File: src/rtl/apb_initiator.sv
// APB requester: turns single cmd_* requests into APB SETUP/ACCESS transfers
// and reports completion, slave error or wait-state timeout on a registered rsp_* pulse.
module apb_initiator #(
  parameter int unsigned TIMEOUT = 16
) (
  input  logic        clk,
  input  logic        reset_n,
  input  logic        cmd_valid,
  output logic        cmd_ready,
  input  logic        cmd_write,
  input  logic        cmd_sel,
  input  logic [19:0] cmd_addr,
  input  logic [15:0] cmd_wdata,
  input  logic [1:0]  cmd_strb,
  output logic        rsp_valid,
  output logic [15:0] rsp_rdata,
  output logic        rsp_err,
  output logic        rsp_timeout,
  output logic [1:0]  psel,
  output logic        penable,
  output logic [19:0] paddr,
  output logic [15:0] pwdata,
  output logic        pwrite,
  output logic [1:0]  pstrb,
  input  logic [15:0] prdata,
  input  logic        pready,
  input  logic        pslverr
);

  localparam logic [1:0] IDLE   = 2'd0;
  localparam logic [1:0] SETUP  = 2'd1;
  localparam logic [1:0] ACCESS = 2'd2;

  localparam logic [7:0] WAIT_LAST = 8'(TIMEOUT - 1);

  logic [1:0] state;
  logic [7:0] wait_cnt;
  logic       sel_q;
  logic       xfer_done;
  logic       xfer_abort;

  assign cmd_ready  = (state == IDLE);
  assign penable    = (state == ACCESS);
  assign psel       = (state == IDLE) ? 2'b00 : (sel_q ? 2'b10 : 2'b01);
  assign xfer_done  = (state == ACCESS) && pready;
  assign xfer_abort = (state == ACCESS) && !pready && (wait_cnt == WAIT_LAST);

  // Address/data registers double as the APB outputs so they hold in IDLE.
  always_ff @(posedge clk or negedge reset_n) begin
    if (!reset_n) begin
      state    <= IDLE;
      wait_cnt <= 8'd0;
      sel_q    <= 1'b0;
      paddr    <= 20'd0;
      pwdata   <= 16'd0;
      pwrite   <= 1'b0;
      pstrb    <= 2'b00;
    end else begin
      case (state)
        IDLE: begin
          if (cmd_valid) begin
            sel_q  <= cmd_sel;
            paddr  <= cmd_addr;
            pwrite <= cmd_write;
            pwdata <= cmd_write ? cmd_wdata : 16'd0;
            pstrb  <= cmd_write ? cmd_strb : 2'b00;
            state  <= SETUP;
          end
        end
        SETUP: begin
          wait_cnt <= 8'd0;
          state    <= ACCESS;
        end
        ACCESS: begin
          if (xfer_done || xfer_abort) begin
            state <= IDLE;
          end else begin
            wait_cnt <= wait_cnt + 8'd1;
          end
        end
        default: state <= IDLE;
      endcase
    end
  end

  // Response fields only change on a completion or abort, so they hold between pulses.
  always_ff @(posedge clk or negedge reset_n) begin
    if (!reset_n) begin
      rsp_valid   <= 1'b0;
      rsp_rdata   <= 16'd0;
      rsp_err     <= 1'b0;
      rsp_timeout <= 1'b0;
    end else begin
      rsp_valid <= xfer_done || xfer_abort;
      if (xfer_done) begin
        rsp_rdata   <= pwrite ? 16'd0 : prdata;
        rsp_err     <= pslverr;
        rsp_timeout <= 1'b0;
      end else if (xfer_abort) begin
        rsp_rdata   <= 16'd0;
        rsp_err     <= 1'b1;
        rsp_timeout <= 1'b1;
      end
    end
  end

endmodule

File: config.mk
export PLATFORM = sky130hd
export DESIGN_NAME = apb_initiator
export DESIGN_NICKNAME = d
export VERILOG_FILES = /design/src/rtl/apb_initiator.sv
export SDC_FILE = /design/constraint.sdc
export NUM_CORES = 1
export LEC_CHECK = 0
export CAP_MARGIN = 40
export CORE_MARGIN = 8
export CORE_UTILIZATION = 41
export CTS_CLUSTER_DIAMETER = 150
export DETAILED_ROUTE_END_ITERATION = 8
export PLACE_DENSITY = 0.79
export SKIP_CTS_REPAIR_TIMING = 1
export SLEW_MARGIN = 15
export SYNTH_ARGS = -nofsm -noshare
export SYNTH_HDL_FRONTEND = slang
export SYNTH_SLANG_ARGS = --single-unit
File: constraint.sdc
create_clock -name clk -period 2.1 [get_ports clk]
set_input_delay 0.42 -clock clk [delete_from_list [all_inputs] [get_ports clk]]
set_output_delay 0.42 -clock clk [all_outputs]
set_load 0.02 [all_outputs]
==> results.cfg <==
[grt]
antenna_found_initial = 0
grt_pass1_vias = 2277
grt_pass1_wl_um = 11900
grt_max_degree = 70
overflow = 0
track_usage_pct = 15.5

[synth]
async_flop_share_pct = 100
synth_edf_count = 0
synth-xor-area-share_pct = 0.322
synthFlopType = dfrtp_1
syn_area_um2 = 2720
synth_simple_gate_area_share_pct = 11.7
syn_area_per_cell_um2 = 11.9
synthTopCellsByArea = dfrtp_1 63%, mux2_2 9.1%, nand2_1 6.1%
synth_top_area_share_pct = 63.4
ys_top_cells_by_count = 69 x dfrtp_1, 44 x nand2_1, 22 x mux2_2, 20 x o21ai_0, 16 x a22o_1
synth-warning-count = 0
yosysTopAreaCell = dfrtp_1
synth_top_family_by_area = compound AO/OA/AOI/OAI gates
synthAdderAreaFrac_pct = 0.460
yosysMostFrequentCell = dfrtp_1
synthesis.nets = 291
syn_inst = 229
synth_compound_gate_area_share_pct = 12.5
yosysSeqAreaShare_pct = 63.4
ys_types = 33
ys_ff_latch = 69
synthMuxAreaShare_pct = 9.10

[clock_tree]
h-tree-depth = 3
cts_buffers = 9
clk_pin_slew_ps = 80
numClockSinks = 69
cts_root_buf = clkbuf_8
worst_skew_pair.late_latency_ps = 340
cts_max_path_buffers = 2
cts_tree = done

[pwr]
p_leak_uw = 0.00193
p_clk_share_pct = 15.9
swShare_pct = 37.0
internal-power_uw = 3790
power.share.sequential_pct = 36.2
power_frac_comb_pct = 47.9
ir_worst_vdd_mv = 0.827
p_total_uw = 6020
powerDensity_nw_per_um2 = 1410
power_switching_uw = 2230

[detailed_routing]
drt_iter0_markers = 74
drcViolationCount = 0
drt_first_pass_iters = 4
detail-route-antenna-nets = 0
via_per_inst = 4.90
routed_wirelength_um = 7240
wl_per_cell_um = 16.4
via_count = 2167

[hold_path]
hp-class = primary input to async pin

[critical_path]
worstPathArrival_ps = 2030
rr_startpoint = wait_cnt[4]
critPathLaunchType = flop
criticalPathCategory = flop to flop
worst_setup_path_end_kind = flop
crit_required_ps = 2320
cp-startpoint = wait_cnt[4]
path_max_fanout = 8

[timing]
fmax_mhz = 552
slew_headroom_pct = 76.4
hold_viol_final = 0
finClkSkew_ps = 11.0
worst_slew_pin_slew_ps = 354
finalSetupViolations = 0
drv_slew = 0
rsz0062_at_grt = no
fin_crit_ps = 1810
finalCritPeriodShare_pct = 86.3

[placement]
placed_cells = 426
dp.final_hpwl_um = 5360
port_buffers = 122
place_congestion = 0.832

[outcome]
status = finished, final reports clean

[layout]
fin_nets = 422
diodes = 0
layoutNonFillerInstCount = 442
fillers = 500
drive_gt1_share_pct = 15.1
multi_input_comb_area_um2 = 933
seq_area_um2 = 1730
syn_to_final_growth_pct = 56.6

[flow_run]
drv_cap = 0

[floorplan]
die_h_um = 97.5
io_pins = 123
dieArea_um2 = 9500
die_w_um = 97.5
coreArea_um2 = 6390
initial_utilization_pct = 42.6
rows = 29
## layer usage
metal / track usage [%] / vias to the layer above / share of wire, %
met5: 0 / - / 0
met4: 4.55 / 0 / 1.0
met3: 7.61 / 7 / 8.0
met2: 26.1 / 76 / 51
met1: 16.8 / 1021 / 40
li1: - / 1063 / -
## layout by cell type, fill, tap and decap left out, drive strengths merged, types with 2 or more instances in the layout
cell and instances:
a21oi 3, o21ai 22, nor2 9, and3 2, dlymetal6s2s 4, dfrtp 69
a211o 2, clkdlybuf4s50 117, a22o 16, inv 6, buf 9, clkbuf 10
clkinv 5, nor3 2, mux2 22, nand3 7, nand2 44
## critical path, cell delays in order, from the launching register on
cell and delay (ps):
dfrtp_1 460, or4_4 580, o21ai_2 300, nor3_1 100, a211o_1 270
## power by group through the flow
stage | clock (uW) | combinational, uW | sequential [uW]
floorplan | 0 | 803 | 2790
global placement | 0 | 2890 | 2160
detailed placement | 0 | 2930 | 2190
CTS | 991 | 2940 | 2170
global route | 1060 | 3060 | 2260
finish | 957 | 2890 | 2180
## final timing paths
kind	end	slack, ps	depth (start not counted)
max in group asynchronous	state[0]	1710	2
setup / recovery	wait_cnt[3]	290	4
min in group clk	pwdata[1]	480	2
hold / removal	pwdata[12]	100	2
hold reg to reg	pwdata[1]	480	2
setup reg to reg	wait_cnt[3]	290	4
## layout make-up
class	instances	area share, %
Clock buffer	10	3.23
Clock inverter	6	0.880
Inverter	5	0.440
Multi-Input combinational cell	145	21.9
Sequential cell	69	40.6
Tap cell	77	2.26
Timing Repair Buffer	130	30.8
## cells by family (layout without fill, tap and decap cells)
family | count (synthesis) | after routing
buffers and inverters | 15 | 151
AOI/OAI and AO/OA | 49 | 49
adders and majority gates | 1 | 1
and+or+nand+nor | 72 | 72
xor gates and xnor gates | 1 | 1
muxes | 22 | 22
DFF | 69 | 69
## registers in the layout, summed over array words and instances, names as in the netlist
register and cells:
sel_q 1, pstrb 2, paddr 20, rsp_valid 1, rsp_err 1, pwrite 1
pwdata 16, rsp_timeout 1, rsp_rdata 16, wait_cnt 8, state 2
## per-stage QoR
stage / worst slack [ps] / hold WS (ps) / instance area [um^2] / setup TNS [ps] / utilization [%]
2_1_floorplan: 405 / 124 / 2720 / 0 / -
3_3_place_gp: 285 / 461 / 4070 / 0 / 63.8
3_5_place_dp: 250 / 469 / 4070 / 0 / 63.8
4_1_cts: -87.6 / 108 / 4250 / -280 / 66.5
5_1_grt: 201 / 107 / 4260 / 0 / 66.8
6_report: 288 / 99.0 / 4260 / 0 / 66.8
Note: power is estimated with default switching activity, not from simulation.
